## config.mk

```make
export PLATFORM = sky130hd
export DESIGN_NAME = au_incdec_pipe
export DESIGN_NICKNAME = d
export VERILOG_FILES = /design/src/rtl/au_pkg.sv /design/src/rtl/au_incdec_chunk.sv /design/src/rtl/au_incdec_pipe.sv
export SDC_FILE = /design/constraint.sdc
export NUM_CORES = 1
export LEC_CHECK = 0
export BUFFER_PORTS_ARGS = -buffer_cell sky130_fd_sc_hd__buf_2
export CAP_MARGIN = 0
export CORE_ASPECT_RATIO = 0.6
export CORE_MARGIN = 2
export CORE_UTILIZATION = 35
export CTS_BUF_LIST = sky130_fd_sc_hd__clkbuf_2
export DETAILED_ROUTE_END_ITERATION = 8
export SKIP_LAST_GASP = 1
export SLEW_MARGIN = 15
export SYNTH_ARGS = -nofsm -noshare
export SYNTH_HDL_FRONTEND = slang
export SYNTH_SLANG_ARGS = --single-unit
export TNS_END_PERCENT = 100
```

## constraint.sdc

```tcl
create_clock -name clk -period 4.6 [get_ports clk]
set_clock_uncertainty 0.2 [all_clocks]
set_input_delay 0 -clock clk [delete_from_list [all_inputs] [get_ports clk]]
set_output_delay 0 -clock clk [all_outputs]
set_load 0.05 [all_outputs]
```

## src/rtl/au_pkg.sv

```systemverilog
// -----------------------------------------------------------------------------
// au_pkg -- shared definitions for the arithmetic-unit increment/decrement
// pipeline.
//   au_cdiv()    : ceiling division, used to size the per-stage carry chunk
//   AU_ARCH_*    : per-chunk adder architecture encodings (same values as the
//                  combinational incrementer)
//   au_mode_t    : {dec, sat} operation mode carried alongside each beat
// -----------------------------------------------------------------------------
package au_pkg;

  localparam int AU_ARCH_RIPPLE = 0;
  localparam int AU_ARCH_PREFIX = 1;

  typedef struct packed {
    logic dec;  // 1 = subtract one, 0 = add one
    logic sat;  // 1 = clamp on carry/borrow out, 0 = wrap
  } au_mode_t;

  function automatic int au_cdiv(input int a, input int b);
    return (a + b - 1) / b;
  endfunction

endpackage

```

## src/rtl/au_incdec_chunk.sv

```systemverilog
// -----------------------------------------------------------------------------
// au_incdec_chunk -- combinational +/-cin on one CW-bit slice of the operand.
//   i_x    [CW-1:0]  operand slice
//   i_cin            carry (inc) or borrow (dec) into the slice
//   i_dec            1 = decrement, 0 = increment
//   o_res  [CW-1:0]  slice result
//   o_cout           carry/borrow out of the slice
// Adding or subtracting a single bit only flips bit i when every lower bit
// "propagates" (all ones for inc, all zeros for dec), so both architectures
// reduce to a prefix-AND of the propagate vector; ARCH picks linear or
// log-depth evaluation of that prefix.
// -----------------------------------------------------------------------------
module au_incdec_chunk
  import au_pkg::*;
#(
  parameter int CW   = 8,
  parameter int ARCH = AU_ARCH_RIPPLE
) (
  input  logic [CW-1:0] i_x,
  input  logic          i_cin,
  input  logic          i_dec,
  output logic [CW-1:0] o_res,
  output logic          o_cout
);

  logic [CW-1:0] w_prop;  // bit i lets a carry/borrow pass through
  logic [CW-1:0] w_pre;   // w_pre[i] = &w_prop[i:0]
  logic [CW:0]   w_cvec;  // w_cvec[i] = carry into bit i (before gating by cin)

  always_comb begin
    // NOTE: every variable written in a combinational block gets a default
    // first, so no path through the block can leave it holding a stale value
    // (which would infer a latch).
    w_pre  = '0;
    w_prop = i_dec ? ~i_x : i_x;
    if (ARCH == AU_ARCH_PREFIX) begin
      // Kogge-Stone style prefix AND: after step d, bit i covers 2*d bits.
      w_pre = w_prop;
      for (int d = 1; d < CW; d = d * 2) begin
        w_pre = w_pre & ((w_pre << d) | ({CW{1'b1}} >> (CW - d)));
      end
    end else begin
      w_pre[0] = w_prop[0];
      for (int i = 1; i < CW; i++) begin
        w_pre[i] = w_pre[i-1] & w_prop[i];
      end
    end
  end

  assign w_cvec = {w_pre, 1'b1};
  assign o_res  = i_x ^ ({CW{i_cin}} & w_cvec[CW-1:0]);
  assign o_cout = i_cin & w_cvec[CW];

endmodule

```

## src/rtl/au_incdec_pipe.sv

```systemverilog
// -----------------------------------------------------------------------------
// au_incdec_pipe -- pipelined WIDTH-bit +/-1 with wrap or saturate and a
// valid/ready handshake with full backpressure.
//   clk, rst            rising-edge clock, asynchronous active-high reset
//   in_valid/in_ready   input handshake (in_ready is combinational from
//                       out_ready and the stage valid registers only)
//   a [WIDTH-1:0]       operand
//   dec, sat            1 = decrement / 1 = saturate
//   out_valid/out_ready output handshake
//   z [WIDTH-1:0]       result, co = unsaturated carry/borrow out
// Stage k resolves chunk k of the carry chain; upper bits ride along raw.
// Each stage holds one beat, so the pipe holds exactly STAGES beats and
// bubbles collapse through the advance chain.
// -----------------------------------------------------------------------------
module au_incdec_pipe
  import au_pkg::*;
#(
  parameter int WIDTH  = 32,
  parameter int STAGES = 4,
  parameter int ARCH   = AU_ARCH_RIPPLE
) (
  input  logic             clk,
  input  logic             rst,
  input  logic             in_valid,
  output logic             in_ready,
  input  logic [WIDTH-1:0] a,
  input  logic             dec,
  input  logic             sat,
  output logic             out_valid,
  input  logic             out_ready,
  output logic [WIDTH-1:0] z,
  output logic             co
);

  localparam int CW = au_cdiv(WIDTH, STAGES);

  // Stage registers
  logic [STAGES-1:0] r_valid;
  logic [STAGES-1:0] r_carry;
  logic [WIDTH-1:0]  r_data [STAGES];
  au_mode_t          r_mode [STAGES];

  // Per-stage inputs (from the previous stage or the input port) and results
  logic [STAGES-1:0] w_adv;
  logic [STAGES-1:0] w_vin;
  logic [STAGES-1:0] w_cin;
  logic [STAGES-1:0] w_cnext;
  logic [WIDTH-1:0]  w_din   [STAGES];
  logic [WIDTH-1:0]  w_dnext [STAGES];
  au_mode_t          w_mode_in [STAGES];

  // A stage may load when it is empty or its successor is moving on.
  always_comb begin
    w_adv = '0;
    w_adv[STAGES-1] = ~r_valid[STAGES-1] | out_ready;
    for (int k = STAGES - 2; k >= 0; k--) begin
      w_adv[k] = ~r_valid[k] | w_adv[k+1];
    end
  end

  always_comb begin
    w_vin     = '0;
    w_cin     = '0;
    w_din     = '{default: '0};
    w_mode_in = '{default: '0};
    w_vin[0]  = in_valid;
    w_din[0]  = a;
    w_cin[0]  = 1'b1;  // the +/-1 enters as carry/borrow into chunk 0
    w_mode_in[0].dec = dec;
    w_mode_in[0].sat = sat;
    for (int k = 1; k < STAGES; k++) begin
      w_vin[k]     = r_valid[k-1];
      w_din[k]     = r_data[k-1];
      w_cin[k]     = r_carry[k-1];
      w_mode_in[k] = r_mode[k-1];
    end
  end

  for (genvar k = 0; k < STAGES; k++) begin : g_stage
    localparam int LO = k * CW;
    if (LO >= WIDTH) begin : g_empty
      // Chunk lies entirely above the operand: pass data and carry through.
      assign w_dnext[k] = w_din[k];
      assign w_cnext[k] = w_cin[k];
    end else begin : g_chunk
      localparam int HI = ((k + 1) * CW < WIDTH) ? (k + 1) * CW - 1 : WIDTH - 1;
      logic [HI-LO:0] w_res;
      logic [WIDTH-1:0] w_merged;

      au_incdec_chunk #(
        .CW   (HI - LO + 1),
        .ARCH (ARCH)
      ) u_chunk (
        .i_x    (w_din[k][HI:LO]),
        .i_cin  (w_cin[k]),
        .i_dec  (w_mode_in[k].dec),
        .o_res  (w_res),
        .o_cout (w_cnext[k])
      );

      always_comb begin
        w_merged        = w_din[k];
        w_merged[HI:LO] = w_res;
      end
      assign w_dnext[k] = w_merged;
    end
  end

  always_ff @(posedge clk or posedge rst) begin
    if (rst) begin
      // NOTE: the data registers are reset too, not just the valids, because
      // z and co must read zero out of reset; the per-stage arrays are small
      // flop banks, not RAM, so a reset loop over them is fine.
      r_valid <= '0;
      r_carry <= '0;
      for (int k = 0; k < STAGES; k++) begin
        r_data[k] <= '0;
        r_mode[k] <= '0;
      end
    end else begin
      // NOTE: non-blocking assignments throughout, so every stage samples its
      // predecessor's pre-edge value regardless of loop order.
      for (int k = 0; k < STAGES; k++) begin
        if (w_adv[k]) begin
          r_valid[k] <= w_vin[k];
          // Bubbles leave the data alone; only real beats overwrite it.
          if (w_vin[k]) begin
            r_data[k]  <= w_dnext[k];
            r_carry[k] <= w_cnext[k];
            r_mode[k]  <= w_mode_in[k];
          end
        end
      end
    end
  end

  assign in_ready  = w_adv[0];
  assign out_valid = r_valid[STAGES-1];
  assign co        = r_carry[STAGES-1];

  // Saturation mux: a carry/borrow out of the top chunk clamps to the rail.
  assign z = (r_mode[STAGES-1].sat & r_carry[STAGES-1])
             ? {WIDTH{~r_mode[STAGES-1].dec}}
             : r_data[STAGES-1];

endmodule

```

# Yosys cells after proc, flatten, opt, wreduce, memory -nomap -nowiden
# Cells that the tools add are included.
[totals]
register_bits = 144
inputBits = 38
out_inout_bits = 35
[classes]
n_mux = 5
n_bitwise = 52
reduce_logical = 4
[op_table]
columns = ["operator", "n"]
rows = [
  ["$and 1x1->1", 32],
  ["$mux 32", 1],
  ["$mux 8", 4],
  ["$not 8->8", 4],
  ["$xor 8x8->8", 4],
  ["$and 8x8->8", 3],
  ["$reduce_and 2->1", 4],
  ["$not 1->1", 5],
  ["$or 1x1->1", 4],
]

# Logic depth before layout (Yosys ltp)
[depth]
depth_word = 10
depth_mapped = 6

# Cells and area by module
# A second synthesis with hierarchy kept.
[unflattened]
hier_cells = 479
area_unflattened_um2 = 6786.5
[modules_own_cells]
columns = ["module", "instances", "cells_each", "area_per_inst_um2", "seq_area_each_um2"]
rows = [
  ["au_incdec_pipe", 1, 351, 5770.5, 3603.5],
  ["au_incdec_chunk", 4, 32, 254.0, 0.0],
]

# Worst setup path after synthesis
# Ideal clock, no wire load.
[synth_timing]
path_type = "reg-to-reg"
startpoint = "register r_valid[3]"
endpoint = "register r_data (netlist bit g_stage[1].g_chunk.w_merged[16])"
setup_ns = 0.125
arrival_time_ns = 1.994
t_required_ns = 4.275
slack_ns = 2.282
path_stages_with_launch = 6
path_buffers = 1
cell_sequence = "dfrtp_1 > nand4b_1 > or2_1 > nand2_4 > buf_6 > mux2_2"
[synth_between]
elab_chain_len = 6
[synth_lines]
columns = ["element", "line_no", "rtl"]
rows = [
  ["start, declared", "au_incdec_pipe.sv:38", "logic [STAGES-1:0] r_valid;"],
  ["start signal, assigned by index", "au_incdec_pipe.sv:125", "r_valid[k] <= w_vin[k];"],
  ["$not 1->1", "au_incdec_pipe.sv:55", "w_adv[STAGES-1] = ~r_valid[STAGES-1] | out_ready;"],
  ["$or 1x1->1", "au_incdec_pipe.sv:55", ""],
  ["$or 1x1->1 (3 in series)", "au_incdec_pipe.sv:57", "w_adv[k] = ~r_valid[k] | w_adv[k+1];"],
  ["named net in_ready", "au_incdec_pipe.sv:25", "output logic in_ready,"],
  ["$reduce_and 2->1 (no source line)", "--", ""],
  ["end signal, assigned by index", "au_incdec_pipe.sv:128", "r_data[k] <= w_dnext[k];"],
  ["end, declared", "au_incdec_pipe.sv:40", "logic [WIDTH-1:0] r_data [STAGES];"],
]
# The timed path passes the listed nets, and every way through them passes these cells.
# A chain may end at the register's enable or synchronous reset.

# Final worst setup path
[layout_timing]
startpoint = "input port out_ready"
endpoint = "register r_data (netlist bit g_stage[1].g_chunk.w_merged[17])"
[layout_between]
elab_chain_len = 5
[layout_lines]
columns = ["element", "line_no", "rtl"]
rows = [
  ["start, declared", "au_incdec_pipe.sv:30", "input logic out_ready,"],
  ["$or 1x1->1", "au_incdec_pipe.sv:55", ""],
  ["$or 1x1->1 (3 in series)", "au_incdec_pipe.sv:57", ""],
  ["$reduce_and 2->1 (no source line)", "--", ""],
]
# No other way between the ends.

==> out/results.md <==
| Parameter | Reported | Unit |
| --- | --- | --- |
| Outcome | finished, final reports clean | - |
| Worst slew slack as a fraction of its limit | 33.3 | % |
| Number of antenna violations at the first check in global routing | 0 | - |
| Growth of design area from synthesis to finish | 25.0 | % |
| Number of nets at the end of the flow | 761 | - |
| Area used by multi-input combinational logic | 2840 | um^2 |
| Post-Synthesis Cells | 567 | - |
| Via count | 4657 | - |
| Crit path top cell by count | sky130_fd_sc_hd__dlygate4sd3_1 | - |
| Final Max Slew Viols | 0 | - |
| Buffers on Ports | 72 | - |
| FF+latch area | 3600 | um^2 |
| Placed Instances | 846 | - |
| IR drop worst, VDD | 222 | uV |
| #FFs+latches synth | 144 | - |
| Number of enable flip-flop cells after synthesis | 0 | - |
| Worst-case clock buffer depth | 2 | - |
| Avg Synthesized Cell Area | 11.8 | um^2 |
| DIE WIDTH | 183 | um |
| Leakage power | 3.66 | nW |
| Final critical-path required period | 2.85 | ns |
| Warning count from the yosys run | 0 | - |
| Number of buffers created by CTS | 17 | - |
| Clock transition at the register clock pins on the worst setup and hold paths after CTS | 0.23 | ns |
| Number of remaining DRC errors | 0 | - |
| Clock tree sinks | 144 | - |
| Required time of the worst setup path | 4.97 | ns |
| Max FO, Critical Path | 44 | - |
| Worst slack after detailed placement | 2.28 | ns |
| Largest net degree at the start of global routing | 95 | - |
| Setup Fix Bufs, Post-CTS | 0 | - |
| Wire length of the first global-routing pass | 24200 | um |
| Dominant delay contributor by cell family on the critical path | buffers and inverters | - |
| Global-route usage over all layers | 14.8 | % |
| CTS Root Cell | sky130_fd_sc_hd__clkbuf_2 | - |
| Number of filler cells placed in the layout | 1825 | - |
| Endpoint kind of the worst setup timing path | flop | - |
| Highest cell delay on the worst timing path | 0.57 | ns |
| Detail Route Antenna Nets | 0 | - |
| Aggregate global routing overflow | 0 | - |
| Number of gates given a new drive strength after cts | 0 | - |
| Count of distinct cell types in the synthesized netlist | 45 | - |
| Max_cap viols | 0 | - |
| Clock tree from TritonCTS | yes | - |
| WL per Instance | 14.2 | um |
| Synth Cell Area | 6720 | um^2 |
| Core region area | 18900 | um^2 |
| Pwr Density | 507 | nW/um^2 |
| Crit path kind | in -> reg | - |
| H-tree depth reported by CTS | 4 | - |
| Diodes inserted | 0 | - |
| Primary flip-flop cell chosen by synthesis mapping | sky130_fd_sc_hd__dfrtp_1 | - |
| Fraction of final layout cells sized beyond drive strength 1 | 31.4 | % |
| Standard cell with the maximum stage delay on the critical path | sky130_fd_sc_hd__dlygate4sd3_1 | - |
| Library cell with the largest summed area after synthesis | sky130_fd_sc_hd__dfrtp_1 | - |
| Share of Yosys cell area claimed by the top area cell type | 53.7 | % |
| Final Hold Vio Count | 0 | - |
| Post-Route Utilization | 44.4 | % |
| Number of buffers inserted for hold repair after clock tree synthesis | 104 | - |
| Max Fclk | 351 | MHz |
| Initial drt markers | 217 | - |
| Startpoint types | input port | - |
| Crit share post-route | 61.9 | % |
| Later-pin clock latency in the skew report | 0.68 | ns |
| Starting density of the core | 35.5 | % |
| Net count after synthesis | 605 | - |
| Number of global-route vias before repair | 4791 | - |
| HPWL after DPL | 8960 | um |
| Transition time of the tightest slew-check pin | 0.997 | ns |
| Final instance count without filler cells | 982 | - |
| Cell Chain, Critical Path | dlygate4sd3_1, buf_2, dlygate4sd3_1, nand4b_1, or2_1, nand2_4, mux2_2, dlygate4sd3_1 | - |
| Final Setup Violations | 0 | - |
| Worst hold path type | in -> reg | - |
| Post-synthesis sequential area ratio | 53.7 | % |
| I/O pin total | 73 | - |
| Buffers and inverters on the worst path | 4 | - |
| Height of the die | 111 | um |
| Vias per cell | 4.74 | - |
| Drt first pass iters | 4 | - |
| Total Die Area | 20400 | um^2 |
| Share of async-settable or async-resettable flops after synthesis | 100 | % |
| Placer Congestion | 0.800 | - |
| RSZ-0062 raised after global routing | false | - |
| Total design power | 0.00425 | W |
| Synth top area cells | sky130_fd_sc_hd__dfrtp_1 (54%), sky130_fd_sc_hd__mux2_2 (17%), sky130_fd_sc_hd__xor2_1 (3.1%), sky130_fd_sc_hd__nand2_1 (2.9%), sky130_fd_sc_hd__nor2_1 (2.9%) | - |
| Smallest setup slack after layout | 1.75 | ns |
| Worst path arrival time | 3.21 | ns |
| Setup TNS after final layout | 0 | ns |
| Number of placement rows | 39 | - |
| Wirelength, routed | 13900 | um |
==> sequential cells by signal (all words and copies together) (netlist names) <==
name / count
g_stage.g_chunk.w_merged: 72
r_data: 56
r_mode: 8
r_carry: 4
r_valid: 4
==> path summary, 6_finish.rpt <==
| check | slack (ns) | from | to | depth (start not counted) |
|---|---|---|---|---|
| min in group asynchronous | 0.38 | rst | g_stage[3].g_chunk.w_merged[3] | 4 |
| worst min register to register | 0.30 | r_mode[2] | r_mode[0] | 1 |
| max in group asynchronous | 2.56 | rst | r_data[85] | 5 |
| worst min-delay path | 0.15 | a[5] | r_carry[0] | 6 |
| worst max register to register | 1.97 | r_valid[3] | g_stage[1].g_chunk.w_merged[17] | 5 |
| worst max-delay path | 1.75 | out_ready | g_stage[1].g_chunk.w_merged[17] | 8 |
==> worst reg2reg max path: stages, from the launching register on <==
cell and delay (ns):
sky130_fd_sc_hd__dfrtp_1 0.44, sky130_fd_sc_hd__nand4b_1 0.16, sky130_fd_sc_hd__or2_1 0.30, sky130_fd_sc_hd__nand2_4 0.46, sky130_fd_sc_hd__mux2_2 0.43, sky130_fd_sc_hd__dlygate4sd3_1 0.55
==> metrics by stage <==
step,area [um^2],hold WS [ns]
finish,8400,0.152
global route,8400,0.0930
CTS,8400,0.0673
detailed placement,7150,0.0326
global placement,7150,0.0236
floorplan,6720,-0.0916
==> placed cells by master (no fill, tap or decap), drive strengths merged, types with 2 or more instances in the layout <==
cell type / instances
xor2: 24
o21ai: 42
inv: 4
nand2b: 7
buf: 75
xnor2: 15
mux2: 105
nor3b: 6
mux2i: 3
nor2: 51
clkbuf: 18
nand2: 54
clkinvlp: 3
clkinv: 8
a21oi: 37
o211ai: 2
nand3b: 3
dfrtp: 144
and3b: 4
o41ai: 2
and4b: 7
nor4b: 8
dlygate4sd3: 104
==> area by class of cell <==
| cell class | count | area share, % |
|---|---|---|
| clock buffer | 18 | 1.07 |
| multi-input combinational | 379 | 33.9 |
| sequential | 144 | 42.9 |
| timing repair buffer | 179 | 17.0 |
| tap | 246 | 3.67 |
| clock inverter | 14 | 1.39 |
| inverter | 2 | 0.149 |
==> cells by family after synthesis <==
group	synth area share (%)
simple gates	11.8
compound gates	7.17
mux	18.2
flops	53.7
xor+xnor	5.09
buf+inv	4.10
==> power breakdown <==
part | total [W] | internal, W | switching [W]
combinational | 0.00161 | 0.000647 | 0.000964
clock | 0.000666 | 0.000194 | 0.000471
sequential | 0.00198 | 0.00166 | 0.000319
total | 0.00425 | 0.00250 | 0.00175
==> cell usage after synthesis (2+ instances only) <==
library cell and count:
sky130_fd_sc_hd__dfrtp_1 144, sky130_fd_sc_hd__mux2_2 104, sky130_fd_sc_hd__nand2_1 52, sky130_fd_sc_hd__nor2_1 51
sky130_fd_sc_hd__a21oi_1 36, sky130_fd_sc_hd__o21ai_0 36, sky130_fd_sc_hd__xor2_1 24, sky130_fd_sc_hd__clkbuf_1 17
sky130_fd_sc_hd__xnor2_1 15, sky130_fd_sc_hd__buf_2 14, sky130_fd_sc_hd__and4b_1 7, sky130_fd_sc_hd__o21ai_1 6
sky130_fd_sc_hd__nand2b_1 5, sky130_fd_sc_hd__and3b_1 4, sky130_fd_sc_hd__buf_6 4, sky130_fd_sc_hd__nor3b_1 4
sky130_fd_sc_hd__nor4b_1 4, sky130_fd_sc_hd__clkbuf_8 3, sky130_fd_sc_hd__nand3b_1 3, sky130_fd_sc_hd__buf_1 2
sky130_fd_sc_hd__inv_1 2, sky130_fd_sc_hd__mux2i_2 2, sky130_fd_sc_hd__nand2b_4 2, sky130_fd_sc_hd__nor3b_2 2
sky130_fd_sc_hd__nor4b_2 2, sky130_fd_sc_hd__nor4b_4 2, sky130_fd_sc_hd__o41ai_2 2
==> per-layer routing <==
layer / up-vias / wire length, um / track usage [%]
met2: 68 / 6360 / 22.6
met3: 11 / 454 / 3.81
li1: 2266 / - / -
met5: - / 0 / 0
met4: 0 / 124 / 3.63
met1: 2312 / 7000 / 21.2
No activity file was read; power rests on OpenSTA's default activity.
